==> config.mk <==
export PLATFORM = sky130hd
export DESIGN_NAME = spi_flash_reader
export DESIGN_NICKNAME = d
export VERILOG_FILES = /design/src/rtl/spi_flash_reader.sv
export SDC_FILE = /design/constraint.sdc
export NUM_CORES = 1
export LEC_CHECK = 0
export ABC_CLOCK_PERIOD_IN_PS = 3500
export CAP_MARGIN = 40
export CORE_MARGIN = 5
export CORE_UTILIZATION = 55
export DETAILED_ROUTE_END_ITERATION = 8
export GPL_TIMING_DRIVEN = 0
export PLACE_DENSITY_LB_ADDON = 0.05
export SLEW_MARGIN = 0
export SYNTH_ARGS = -nofsm -noshare
export SYNTH_HDL_FRONTEND = slang
export SYNTH_SLANG_ARGS = --single-unit
==> constraint.sdc <==
create_clock -name clk -period 3.5 [get_ports clk]
set_input_delay 1.05 -clock clk [delete_from_list [all_inputs] [get_ports clk]]
set_output_delay 1.05 -clock clk [all_outputs]
set_load 0.01 [all_outputs]
==> src/rtl/spi_flash_reader.sv <==
// Memory-mapped SPI flash reader: wakes the flash with 0xAB after reset, then
// issues 0x03 reads of one 32-bit word per CTRL start.
module spi_flash_reader #(
  parameter int unsigned DIVIDER     = 2,
  parameter int unsigned WAKE_CYCLES = 1024
) (
  input  logic        clk,
  input  logic        reset,
  output logic        flash_clk,
  output logic        flash_csn,
  output logic        flash_io0_out,
  output logic        flash_io0_en,
  input  logic        flash_io1_in,
  output logic        flash_io1_out,
  output logic        flash_io1_en,
  input  logic [31:0] address_in,
  input  logic        sel_in,
  input  logic        read_in,
  output logic [31:0] read_value_out,
  input  logic [3:0]  write_mask_in,
  input  logic [31:0] write_value_in
);

  typedef enum logic [2:0] {
    WAKE_CMD,
    WAKE_WAIT,
    IDLE,
    XFER,
    FINISH
  } state_t;

  localparam logic [7:0]  DIV_LAST  = 8'(DIVIDER - 1);
  localparam logic [31:0] WAKE_LAST = 32'(WAKE_CYCLES - 1);

  state_t      state;
  state_t      state_next;
  logic [7:0]  div_cnt;
  logic [5:0]  bit_cnt;
  logic [31:0] wait_cnt;
  logic [63:0] tx_shift;
  logic [31:0] rx_shift;
  logic [23:0] flash_addr;
  logic [31:0] data_q;
  logic        done_q;

  logic [1:0]  reg_sel;
  logic        busy;
  logic        start;
  logic        addr_wr;
  logic        phase_end;
  logic        bit_rise;
  logic        bit_fall;
  logic        shifting;
  logic        unused_ok;

  assign reg_sel   = address_in[3:2];
  assign busy      = (state != IDLE);
  assign start     = sel_in && (reg_sel == 2'd1) && write_mask_in[0] && write_value_in[0];
  assign addr_wr   = sel_in && (reg_sel == 2'd0) && (state == IDLE);
  assign phase_end = (div_cnt == DIV_LAST);
  assign bit_rise  = phase_end && !flash_clk;
  assign bit_fall  = phase_end && flash_clk;
  assign shifting  = ((state == WAKE_CMD) && !flash_csn) || (state == XFER) || (state == FINISH);

  assign flash_io0_en  = 1'b1;
  assign flash_io1_out = 1'b0;
  assign flash_io1_en  = 1'b0;
  assign unused_ok     = ^{read_in, address_in[31:4], address_in[1:0],
                           write_mask_in[3], write_value_in[31:24]};

  always_ff @(posedge clk) begin
    if (reset) begin
      state <= WAKE_CMD;
    end else begin
      state <= state_next;
    end
  end

  // FINISH covers the high half of the last bit so the final MISO sample lands
  // before csn rises and DATA is committed.
  always_comb begin
    state_next = state;
    unique case (state)
      WAKE_CMD:  if (!flash_csn && bit_fall && (bit_cnt == 6'd7)) state_next = WAKE_WAIT;
      WAKE_WAIT: if (wait_cnt == WAKE_LAST) state_next = IDLE;
      IDLE:      if (start) state_next = XFER;
      XFER:      if (bit_rise && (bit_cnt == 6'd63)) state_next = FINISH;
      FINISH:    if (bit_fall) state_next = IDLE;
      default:   state_next = WAKE_CMD;
    endcase
  end

  always_ff @(posedge clk) begin
    if (reset) begin
      flash_csn     <= 1'b1;
      flash_clk     <= 1'b0;
      flash_io0_out <= 1'b0;
      div_cnt       <= '0;
      bit_cnt       <= '0;
      wait_cnt      <= '0;
      tx_shift      <= '0;
      rx_shift      <= '0;
      flash_addr    <= '0;
      data_q        <= '0;
      done_q        <= 1'b0;
    end else begin
      if (shifting) begin
        if (phase_end) begin
          div_cnt <= '0;
          if (!flash_clk) begin
            flash_clk <= 1'b1;
            rx_shift  <= {rx_shift[30:0], flash_io1_in};
          end else begin
            flash_clk     <= 1'b0;
            bit_cnt       <= bit_cnt + 6'd1;
            tx_shift      <= {tx_shift[62:0], 1'b0};
            flash_io0_out <= tx_shift[62];
          end
        end else begin
          div_cnt <= div_cnt + 8'd1;
        end
      end

      case (state)
        WAKE_CMD: begin
          if (flash_csn) begin
            flash_csn     <= 1'b0;
            flash_clk     <= 1'b0;
            tx_shift      <= {8'hAB, 56'b0};
            flash_io0_out <= 1'b1;
            div_cnt       <= '0;
            bit_cnt       <= '0;
          end else if (state_next == WAKE_WAIT) begin
            flash_csn     <= 1'b1;
            flash_io0_out <= 1'b0;
            wait_cnt      <= '0;
          end
        end
        WAKE_WAIT: wait_cnt <= wait_cnt + 32'd1;
        IDLE: begin
          if (start) begin
            flash_csn     <= 1'b0;
            flash_clk     <= 1'b0;
            tx_shift      <= {8'h03, flash_addr, 32'b0};
            flash_io0_out <= 1'b0;
            div_cnt       <= '0;
            bit_cnt       <= '0;
            done_q        <= 1'b0;
          end else if (addr_wr) begin
            if (write_mask_in[0]) flash_addr[7:0]   <= write_value_in[7:0];
            if (write_mask_in[1]) flash_addr[15:8]  <= write_value_in[15:8];
            if (write_mask_in[2]) flash_addr[23:16] <= write_value_in[23:16];
          end
        end
        FINISH: begin
          // rx_shift holds the received bytes first-to-last; DATA is little-endian.
          if (state_next == IDLE) begin
            flash_csn     <= 1'b1;
            flash_io0_out <= 1'b0;
            done_q        <= 1'b1;
            data_q        <= {rx_shift[7:0], rx_shift[15:8], rx_shift[23:16], rx_shift[31:24]};
          end
        end
        default: ;
      endcase
    end
  end

  always_comb begin
    read_value_out = '0;
    if (sel_in) begin
      case (reg_sel)
        2'd0:    read_value_out = {8'b0, flash_addr};
        2'd1:    read_value_out = {30'b0, done_q, busy};
        2'd2:    read_value_out = data_q;
        default: read_value_out = '0;
      endcase
    end
  end

endmodule

Yosys cells after proc, flatten, opt, wreduce, memory -nomap -nowiden. Cells that the tools add are included.

Output and inout bits: 38. Input bits: 73. Word-level logic and storage cells: 112. Register bits: 205.

Equality and inequality tests: 17. Muxes and demuxes: 48. Reduce and logical (&&, ||, !) cells: 28. Bitwise operators: 2. Add/sub/neg operators: 3.

Operator list (count): 64-bit two-way mux (5); 64-bit one-hot mux with 2 select lines (1); 32-bit two-way mux (3); 32-bit one-hot mux with 3 select lines (1); 32-bit one-hot mux with 2 select lines (1); 32-bit by 1-bit adder with 32-bit output (second input constant) (1); 32-bit by 10-bit equality test with 1-bit output (second input constant) (1); 8-bit two-way mux (4); 6-bit two-way mux (5); 1-bit two-way mux (16); 8-bit one-hot mux with 2 select lines (1); 3-bit two-way mux (5); 3-bit one-hot mux with 5 select lines (1); 6-bit one-hot mux with 2 select lines (1); 3-bit AND reduction (4); 4-bit AND reduction (3); 1-bit logical AND (11); 3-bit by 2-bit equality test with 1-bit output (second input constant) (3); 8-bit by 1-bit adder with 8-bit output (second input constant) (1); 8-bit by 1-bit equality test with 1-bit output (second input constant) (1); 6-bit by 1-bit adder with 6-bit output (second input constant) (1); 3-bit by 1-bit equality test with 1-bit output (second input constant) (2); 6-bit by 3-bit equality test with 1-bit output (second input constant) (1); 6-bit equality test (second input constant) (1); 16 further kinds (24).

Longest topological paths before layout. Gate-level depths: netlist of the first run.

Word-level depth: 10. Mapped depth: 11. Gate-level depth less buffers: 10.

Least setup slack after synthesis of the first run. No wires, ideal clock.

Kind: input to output. From: input port address_in[3]. To: output port read_value_out[10]. Arrival: 2.122 ns. Required time: 2.450 ns. Cell stages on the path: 4. Setup slack: 0.328 ns. Path buffers: 2. Path through: clkbuf_1 -> clkbuf_1 -> mux2i_1 -> nor2_1.

Cells in the longest elaborated chain, start to end: 3. Elaborated cells between the ends (all ways): 5. Classes of those cells: 2 x eq/ne; 2 x mux; 1 x reduce/logical.

Ends and longest elaborated chain: from (decl) (RTL line 16) `input logic [31:0] address_in,`; 2-bit equality test (tied with other cells) (RTL line 172) `case (reg_sel)`; 32-bit one-hot mux with 3 select lines * (RTL line 172); 32-bit two-way mux * (RTL line 171) `if (sel_in) begin`; to (decl) (RTL line 19) `output logic [31:0] read_value_out,`.

Mark *: on every way between the ends. The rest lies on a longest branch, timed or not.

Worst setup path in the final report of the first run.
From: input port address_in[2]. To: output port read_value_out[12].

The elaborated chain is that of the path after synthesis.

==> results of run 1 <==
## layout by cell type, fill, tap and decap left out, types with 23 or more instances in the layout
cell type / netlist / final
nand3_1: 36 / 36
dfxtp_1: 204 / 204
clkbuf_1: 48 / 46
nor2_1: 76 / 75
clkbuf_16: 0 / 23
clkdlybuf4s50_1: 0 / 43
o21ai_0: 25 / 25
mux2i_1: 52 / 51
xnor2_1: 25 / 25
nand2_1: 273 / 273
a21oi_1: 131 / 131
## critical path, delay by kind of cell
kind / cells / cell delay (ns)
buffers and inverters: 3 / 1.00
AND/OR/NAND/NOR: 2 / 0.36
## power by group
| group | switching, W | internal, W |
|---|---|---|
| Sequential | 0.00000594 | 0.00233 |
| Combinational | 0.000101 | 0.0000652 |
| Clock | 0.000884 | 0.00135 |
| Total | 0.000990 | 0.00375 |
## state kept, by name, summed over array words and instances, names as in the netlist
register,flops
wait_cnt,32
bit_cnt,6
flash_addr,24
rx_shift,32
state,3
flash_clk,1
data_q,32
done_q,1
flash_csn,1
tx_shift,63
div_cnt,8
flash_io0_out,1
## worst max path at each step
stage,start,end,slack (ns)
after floorplan,address_in[3],read_value_out[10],0.33
after global placement,address_in[3],read_value_out[5],-0.55
after detailed placement,address_in[2],read_value_out[1],-0.56
after CTS,address_in[2],read_value_out[7],0.01
after global routing,address_in[2],read_value_out[12],-0.03
final,address_in[2],read_value_out[12],0.03
## final cells by class
cell class	count	area [um^2]
fillers	1312	5000
multi-input cells	766	4180
flip-flops and latches	204	4080
repair buffers	63	671
clock buffers	31	646
plain buffers	76	388
well taps	211	264
clock inverters	7	60.1
inverters	6	22.5
## kinds of logic (layout without fill, tap and decap cells)
| group | after synthesis | in the layout | share of synthesized area, % |
|---|---|---|---|
| AO/OA/AOI/OAI | 178 | 178 | 11.0 |
| XOR/XNOR | 37 | 37 | 3.75 |
| adder cells (fa/ha/maj) | 6 | 6 | 0.869 |
| buffers and inverters | 82 | 183 | 4.58 |
| flip-flops | 204 | 204 | 47.3 |
| multiplexers | 52 | 52 | 6.03 |
| other | 2 | 3 | 0.0870 |
| AND/OR/NAND/NOR | 490 | 490 | 26.4 |
## routing by layer
layer	up-vias	track usage [%]	routed length (um)
met4	0	5.21	471
met5	-	0	0
met1	3332	29.4	9420
met2	158	36.8	9480
li1	3741	-	-
met3	34	3.49	921
## stage by stage
step	instances	setup slack [ns]	utilization [%]	setup TNS, ns	power (W)
after detailed placement	1326	-0.562	62.3	-16.09	0.00255
after global routing	1364	-0.0293	67.4	-0.0293	0.00489
final	1364	0.0278	67.4	0	0.00474
after CTS	1364	0.0109	67.1	0	0.00478
after floorplan	1052	0.328	-	0	0.00247
after global placement	1326	-0.554	62.3	-16.28	0.00255
==> impl_metrics.ini, run 1 <==
[floorplan]
rows = 45
core_area_um2 = 15300
ios = 111
fp.dieH_um = 135
initial_core_util_pct = 56.4
fp.dieW_um = 135
die_area_um2 = 18300

[placement]
globalplace.congestion = 0.810
hpwl_um = 14300
dpl_cell_area_um2 = 9530
port_buffers = 63

[synthesis]
ys_ff_latch = 204
ys_types = 58
netlist.area_leader.share_pct = 47.3
syn_area_um2 = 8640
synthCells = 1051
synth.most_common_cell = nand2_1
synth_edf_count = 0
yosysWarnings = 0
synthTopCellsByArea = dfxtp_1 47%, nand2_1 12%, a21oi_1 7.6%
ys_seq_area_share_pct = 47.3
avgSynthCellArea_um2 = 8.22
synthFlopType = dfxtp_1
synth_top_area_cell = dfxtp_1
ys_async_sr_fraction_pct = 0
synth_commonest_cells = 273 x nand2_1, 204 x dfxtp_1, 131 x a21oi_1

[clock_tree]
postCtsSetupRepairBufs = 0
root_buffer = clkbuf_16
ctsLongestPathBuffers = 3
clk_pin_slew_worst_paths_ns = 0.06
h-tree-depth = 1
cts_resized = 20
cts.hold.buffers_added = 0
cts_tree = built
cts_buffers = 22
worstSkewPairLatency_ns = 0.49
clock_sinks = 204

[worst_setup_path]
cp_data_required_time_ns = 2.45
arrival_ns = 2.42
crit_type = input pin to primary output
cp_slowest_cell = clkdlybuf4s50_1
rrSetupSlack_ns = 0.60
start_kind = input pin
critPathCaptureType = primary output
r2r_end = wait_cnt[16]
cp_max_fo = 10
reg2reg_depth = 10
cp_cell_sequence = clkdlybuf4s15_2 -> nand2b_4 -> buf_2 -> nor2_1 -> clkdlybuf4s50_1
rr_startpoint = div_cnt[0]
cpPeakStageDelay_ns = 0.56

[final_layout]
drive_gt1_share_pct = 8.15
num_antenna_cells = 0
area_growth_pct = 19.4
postLayoutCellArea_um2 = 10300
fin_nets = 1218

[detailed_routing]
wirelength_um = 20300
dr_total_vias = 7265
drc = 0
viasPerCell = 5.33
wl_per_cell_um = 14.9
drt-initial-drc-count = 456
route.antenna.remaining_nets = 0
drt-pass1-iter-count = 5

[timing]
skew_ns = 0.00795
hold_ws_ns = 0.437
period_share_pct = 99.2
maxSlewHeadroom_pct = 54.8
hold_viol = 0
setup_viol = 0
timing.final.max_slew_violations = 0
worst_pin_slew_ns = 0.678
fin_crit_ns = 3.47
fmax_mhz = 288

[grt]
grt_pass1_vias = 6814
antenna_found_initial = 0
gr-total-overflow = 0
grt_use_total_pct = 21.8
grt_pass1_wl_um = 33200
grt_max_degree = 14

[run_status]
status = finished clean

[power]
leakage_nw = 3.80
power_density_nw_per_um2 = 459
ir_drop_v = 0.000321

[worst_hold_path]
hold_depth = 2
worstHoldStart = tx_shift[0]
hold_class = register to register
min_to = tx_shift[0]

[job]
max_cap_violations = 0
(Power assumes the default switching activity.)
==> inputs of run 2 (changes only) <==
--- a/config.mk
+++ b/config.mk
@@ -12,6 +12,7 @@
 export DETAILED_ROUTE_END_ITERATION = 8
 export GPL_TIMING_DRIVEN = 0
 export PLACE_DENSITY_LB_ADDON = 0.05
+export REMOVE_ABC_BUFFERS = 1
 export SLEW_MARGIN = 0
 export SYNTH_ARGS = -nofsm -noshare
 export SYNTH_HDL_FRONTEND = slang
==> run 2 against run 1 <==
First-iteration DRC count decreased by 9.4%. Highest routed layer unchanged. Worst setup slack improved by 0.032 ns. Register-to-register slack got worse by 0.27 ns. Wire length decreased by 7.3%.
==> impl_metrics.ini, run 2 (synthesis results as in run 1) <==
[timing]
worst_pin_slew_ns = 0.851
hold_viol = 0
fin_crit_ns = 3.44
maxSlewHeadroom_pct = 43.1
skew_ns = 0.0100
setup_viol = 0
rsz0062_at_grt = no
totalNegativeSetupSlack_ns = 0
period_share_pct = 98.3
fmax_mhz = 291
timing.final.max_slew_violations = 0

[floorplan]
initial_core_util_pct = 56.4
ios = 111
fp.dieW_um = 135
fp.dieH_um = 135
die_area_um2 = 18300
rows = 45
core_area_um2 = 15300

[clock_tree]
cts_buffers = 22
clk_pin_slew_worst_paths_ns = 0.06
root_buffer = clkbuf_16
clock_sinks = 204
cts_tree = built
h-tree-depth = 1
ctsLongestPathBuffers = 3
worstSkewPairLatency_ns = 0.50

[final_layout]
num_antenna_cells = 0
regMostFlops = tx_shift
postLayoutCellArea_um2 = 10300
area_growth_pct = 19.7
layout_commonest_cell = nand2_1
largest_reg_flops = 63
utilization_pct = 67.5
fin_nets = 1163
stdcell_count = 1311
drive_gt1_share_pct = 8.00
layout_common_cells = 273 x nand2_1, 204 x dfxtp_1, 131 x a21oi_1, 75 x nor2_1, 59 x clkdlybuf4s50_1

[worst_hold_path]
worstHoldStart = tx_shift[0]
min_to = tx_shift[0]
hold_depth = 2
hold_class = register to register

[worst_setup_path]
cp_slowest_cell = clkdlybuf4s50_1
crit_cells = 5
cp_cell_sequence = clkdlybuf4s15_2 -> nand2b_4 -> buf_8 -> nor2_1 -> clkdlybuf4s50_1
rrSetupSlack_ns = 0.33
path_buf_inv = 3
rr_startpoint = div_cnt[0]
critPathCaptureType = primary output
crit_family = buffers and inverters
crit_type = input pin to primary output
r2r_end = wait_cnt[30]
cpPeakStageDelay_ns = 0.57
arrival_ns = 2.39
reg2reg_depth = 10
cp_max_fo = 11
cp_data_required_time_ns = 2.45
start_kind = input pin

[grt]
grt_pass1_wl_um = 31600
grt_max_degree = 68
grt_use_total_pct = 20.2
grt_pass1_vias = 6432
gr-total-overflow = 0
antenna_found_initial = 0

[power]
clockPowerShare_pct = 49.0
power_density_nw_per_um2 = 475
leakage_nw = 3.58
ir_drop_v = 0.000402
swShare_pct = 21.0
internal_power_w = 0.00387
switching_power_w = 0.00103
combPwrFrac_pct = 3.5
pwr-share-seq_pct = 47.6

[detailed_routing]
viasPerCell = 5.35
wl_per_cell_um = 14.4
dr_total_vias = 7019
route.antenna.remaining_nets = 0
drt-initial-drc-count = 413
drc = 0
wirelength_um = 18800
drt-pass1-iter-count = 4

[placement]
port_buffers = 67
dpl_cell_area_um2 = 9490
hpwl_um = 11900
dp_cells = 1267
globalplace.congestion = 0.760

[run_status]
status = finished clean

[job]
max_cap_violations = 0
## run 2: changes by cell type in the layout (fill, tap and decap cells not counted), sizes merged
cell,delta
dlygate4sd2,-2
dlymetal6s2s,-12
clkbuf,-46
bufinv,+1
inv,+1
clkinvlp,+1
clkdlybuf4s50,+16
buf,-12
## run 2: worst reg2reg max path, cell delays in order (launching register included)
cell	delay, ns
dfxtp_1	0.45
ha_1	0.18
or4b_4	0.47
nor2_4	0.20
ha_1	0.25
and4b_1	0.28
a31oi_4	0.18
buf_16	0.24
or3_1	0.38
or3_1	0.31
a21oi_1	0.14
## run 2: how the worst max path moves through the flow
stage	from	to
floorplan	state[2]	tx_shift[32]
global placement	reset	tx_shift[41]
detailed placement	address_in[3]	read_value_out[1]
CTS	address_in[2]	read_value_out[0]
global route	address_in[3]	read_value_out[25]
finish	address_in[2]	read_value_out[21]
## run 2: metrics by stage
stage	total power, W	setup WS [ns]	hold slack, ns
after detailed placement	0.00255	-0.769	0.420
after CTS	0.00495	0.0402	0.431
after global routing	0.00506	0.00774	0.457
after floorplan	0.00244	-0.254	0.410
after global placement	0.00253	-2.45	0.418
final	0.00491	0.0600	0.431
## run 2: layer usage
metal / routed length [um] / GRT usage (%)
met5: 0 / 0
met4: 346 / 4.54
met3: 830 / 3.53
met2: 8450 / 31.9
met1: 9190 / 29.1
## run 2: final cells by class
class | instances | area (um^2)
timing repair buffer | 84 | 966
clock buffer | 30 | 662
sequential | 204 | 4080
multi-input combinational | 766 | 4230
clock inverter | 10 | 106
inverter | 6 | 22.5
fill | 1350 | 4980
tap | 211 | 264
## run 2: power groups by stage
stage | combinational, W | clock (W) | sequential, W
after floorplan | 0.0000525 | 0 | 0.00238
after global placement | 0.000147 | 0 | 0.00239
after detailed placement | 0.000163 | 0 | 0.00239
after CTS | 0.000170 | 0.00245 | 0.00233
after global routing | 0.000184 | 0.00254 | 0.00233
final | 0.000170 | 0.00240 | 0.00233
## run 2: repair_timing
action / in CTS / in global routing
pin swaps: 0 / 0
buffers inserted: 3 / 1
endpoints found under the setup margin: 32 / 4
hold buffers: 0 / 0
gates resized for setup: 14 / 4
==> inputs of run 3 (changes only) <==
--- a/config.mk
+++ b/config.mk
@@ -5,10 +5,11 @@
 export SDC_FILE = /design/constraint.sdc
 export NUM_CORES = 1
 export LEC_CHECK = 0
-export ABC_CLOCK_PERIOD_IN_PS = 3500
+export ABC_CLOCK_PERIOD_IN_PS = 3600
 export CAP_MARGIN = 40
 export CORE_MARGIN = 5
 export CORE_UTILIZATION = 55
+export CTS_CLUSTER_SIZE = 30
 export DETAILED_ROUTE_END_ITERATION = 8
 export GPL_TIMING_DRIVEN = 0
 export PLACE_DENSITY_LB_ADDON = 0.05
==> constraint.sdc (replaced) <==
create_clock -name clk -period 3.6 [get_ports clk]
set_input_delay 1.08 -clock clk [delete_from_list [all_inputs] [get_ports clk]]
set_output_delay 1.08 -clock clk [all_outputs]
set_load 0.01 [all_outputs]
==> run 3 against run 2 <==
Non-clock buffer count stayed put. Utilization is 0.074 points lower. Sequential share of layout area hardly changed. Largest power group unchanged. Sequential power is 3% lower. First-iteration DRC count is 5.6% higher. Critical path type unchanged. Design area is 0.11% lower. Highest routed layer unchanged. Die area stayed put. Global-route usage hardly changed. Combinational power is 3% lower. Critical path depth stayed put.
==> impl_metrics.ini, run 3 (synthesis results as in run 1) <==
[run_status]
status = finished clean

[detailed_routing]
dr_total_vias = 7009
drc = 0
viasPerCell = 5.35
highest_layer = met4
wl_met2_um = 8410
drt-initial-drc-count = 436
route.antenna.remaining_nets = 0
drt-pass1-iter-count = 4
met1Wirelength_um = 9300
wirelength_um = 18800
wl_met3_um = 755
wl_per_cell_um = 14.3

[timing]
hold_ws_ns = 0.435
rsz0062_at_grt = no
totalNegativeSetupSlack_ns = 0
setup_viol = 0
hold_viol = 0
skew_ns = 0.0116
timing.final.max_slew_violations = 0
worst_pin_slew_ns = 0.849
fin_crit_ns = 3.52
period_share_pct = 97.7
fmax_mhz = 284
worst_slack_ns = 0.0828
maxSlewHeadroom_pct = 43.3

[clock_tree]
ctsLongestPathBuffers = 3
h-tree-depth = 1
cts_buffers = 22
cts_tree = built
root_buffer = clkbuf_16
worstSkewPairLatency_ns = 0.50
clock_sinks = 204
clk_pin_slew_worst_paths_ns = 0.06

[power]
power_density_nw_per_um2 = 462
leakage_nw = 3.55
ir_drop_v = 0.000390
power.total_w = 0.00477

[floorplan]
ios = 111
core_area_um2 = 15300
rows = 45
die_area_um2 = 18300
initial_core_util_pct = 56.4
fp.dieW_um = 135
fp.dieH_um = 135

[grt]
gr-total-overflow = 0
grt_use_total_pct = 20.2
grt_max_degree = 68
antenna_found_initial = 0
grt_pass1_vias = 6426
grt_pass1_wl_um = 31600

[job]
max_cap_violations = 0

[worst_setup_path]
critPathCaptureType = primary output
cp_data_required_time_ns = 2.52
start_kind = input pin
crit_type = input pin to primary output
cp_cell_sequence = clkdlybuf4s15_2 -> nand2b_4 -> buf_8 -> nor2_1 -> clkdlybuf4s50_1
crit_cells = 5
cp_slowest_cell = clkdlybuf4s50_1
cp_max_fo = 11
cpPeakStageDelay_ns = 0.57
arrival_ns = 2.44
crit_family = buffers and inverters
path_buf_inv = 3
reg2reg_depth = 10

[final_layout]
fin_nets = 1163
drive_gt1_share_pct = 8.00
regMostFlops = tx_shift
area_growth_pct = 19.5
layout_commonest_cell = nand2_1
utilization_pct = 67.4
layout_common_cells = 273 x nand2_1, 204 x dfxtp_1, 131 x a21oi_1, 75 x nor2_1, 61 x clkdlybuf4s50_1
fillCellCount = 1354
largest_reg_flops = 63
num_antenna_cells = 0

[placement]
port_buffers = 67
post-place-ws_ns = -0.729
globalplace.congestion = 0.760
hpwl_um = 11900

[worst_hold_path]
hold_class = register to register
hold_depth = 2
## run 3: cell types whose count changed in the layout (fill, tap and decap cells not counted), sizes merged
cell           delta
clkdlybuf4s50     +2
dlymetal6s2s      -2
clkbuf            +1
clkdlybuf4s15     -1
## run 3: through the flow
step	std cells	cell area (um^2)
6_report	1311	10300
2_1_floorplan	976	8270
5_1_grt	1311	10300
4_1_cts	1310	10300
3_3_place_gp	1254	9200
3_5_place_dp	1267	9490
## run 3: layer usage
layer | vias to the layer above | GRT usage [%]
met5 | - | 0
met4 | 0 | 4.54
met3 | 24 | 3.53
met2 | 118 | 31.9
met1 | 3251 | 29.1
li1 | 3616 | -
## run 3: path summary, 6_finish.rpt
check                start                  to  slack [ns]
max reg2reg     div_cnt[0]        wait_cnt[30]        0.44
max          address_in[2]  read_value_out[23]        0.08
min            tx_shift[0]         tx_shift[0]        0.44
min reg2reg    tx_shift[0]         tx_shift[0]        0.44
## run 3: repair_timing
| action | CTS | global route |
|---|---|---|
| hold endpoints to repair | 0 | 0 |
| buffers inserted | 3 | 1 |
| hold buffers | 0 | 0 |
| gates resized for setup | 12 | 4 |
| endpoints found under the setup margin | 32 | 27 |
## run 3: area by class of cell
type / instances / area, um^2 / area share [%]
inverter: 6 / 22.5 / 0.218
tap: 211 / 264 / 2.56
clock buffer: 30 / 662 / 6.41
timing repair buffer: 84 / 955 / 9.25
sequential: 204 / 4080 / 39.6
multi-input combinational: 766 / 4230 / 41.0
clock inverter: 10 / 106 / 1.03
## run 3: where the power goes
part,switching (W),internal [W]
Clock,0.000907,0.00143
Sequential,0.00000574,0.00226
Combinational,0.0000944,0.0000707
## run 3: worst reg2reg max path, cell delays in order (launching register included)
cell and delay, ns:
dfxtp_1 0.45, ha_1 0.18, or4b_4 0.47, nor2_4 0.20
ha_1 0.25, and4b_1 0.27, a31oi_4 0.18, buf_16 0.24
or3_1 0.38, or3_1 0.31, a21oi_1 0.14
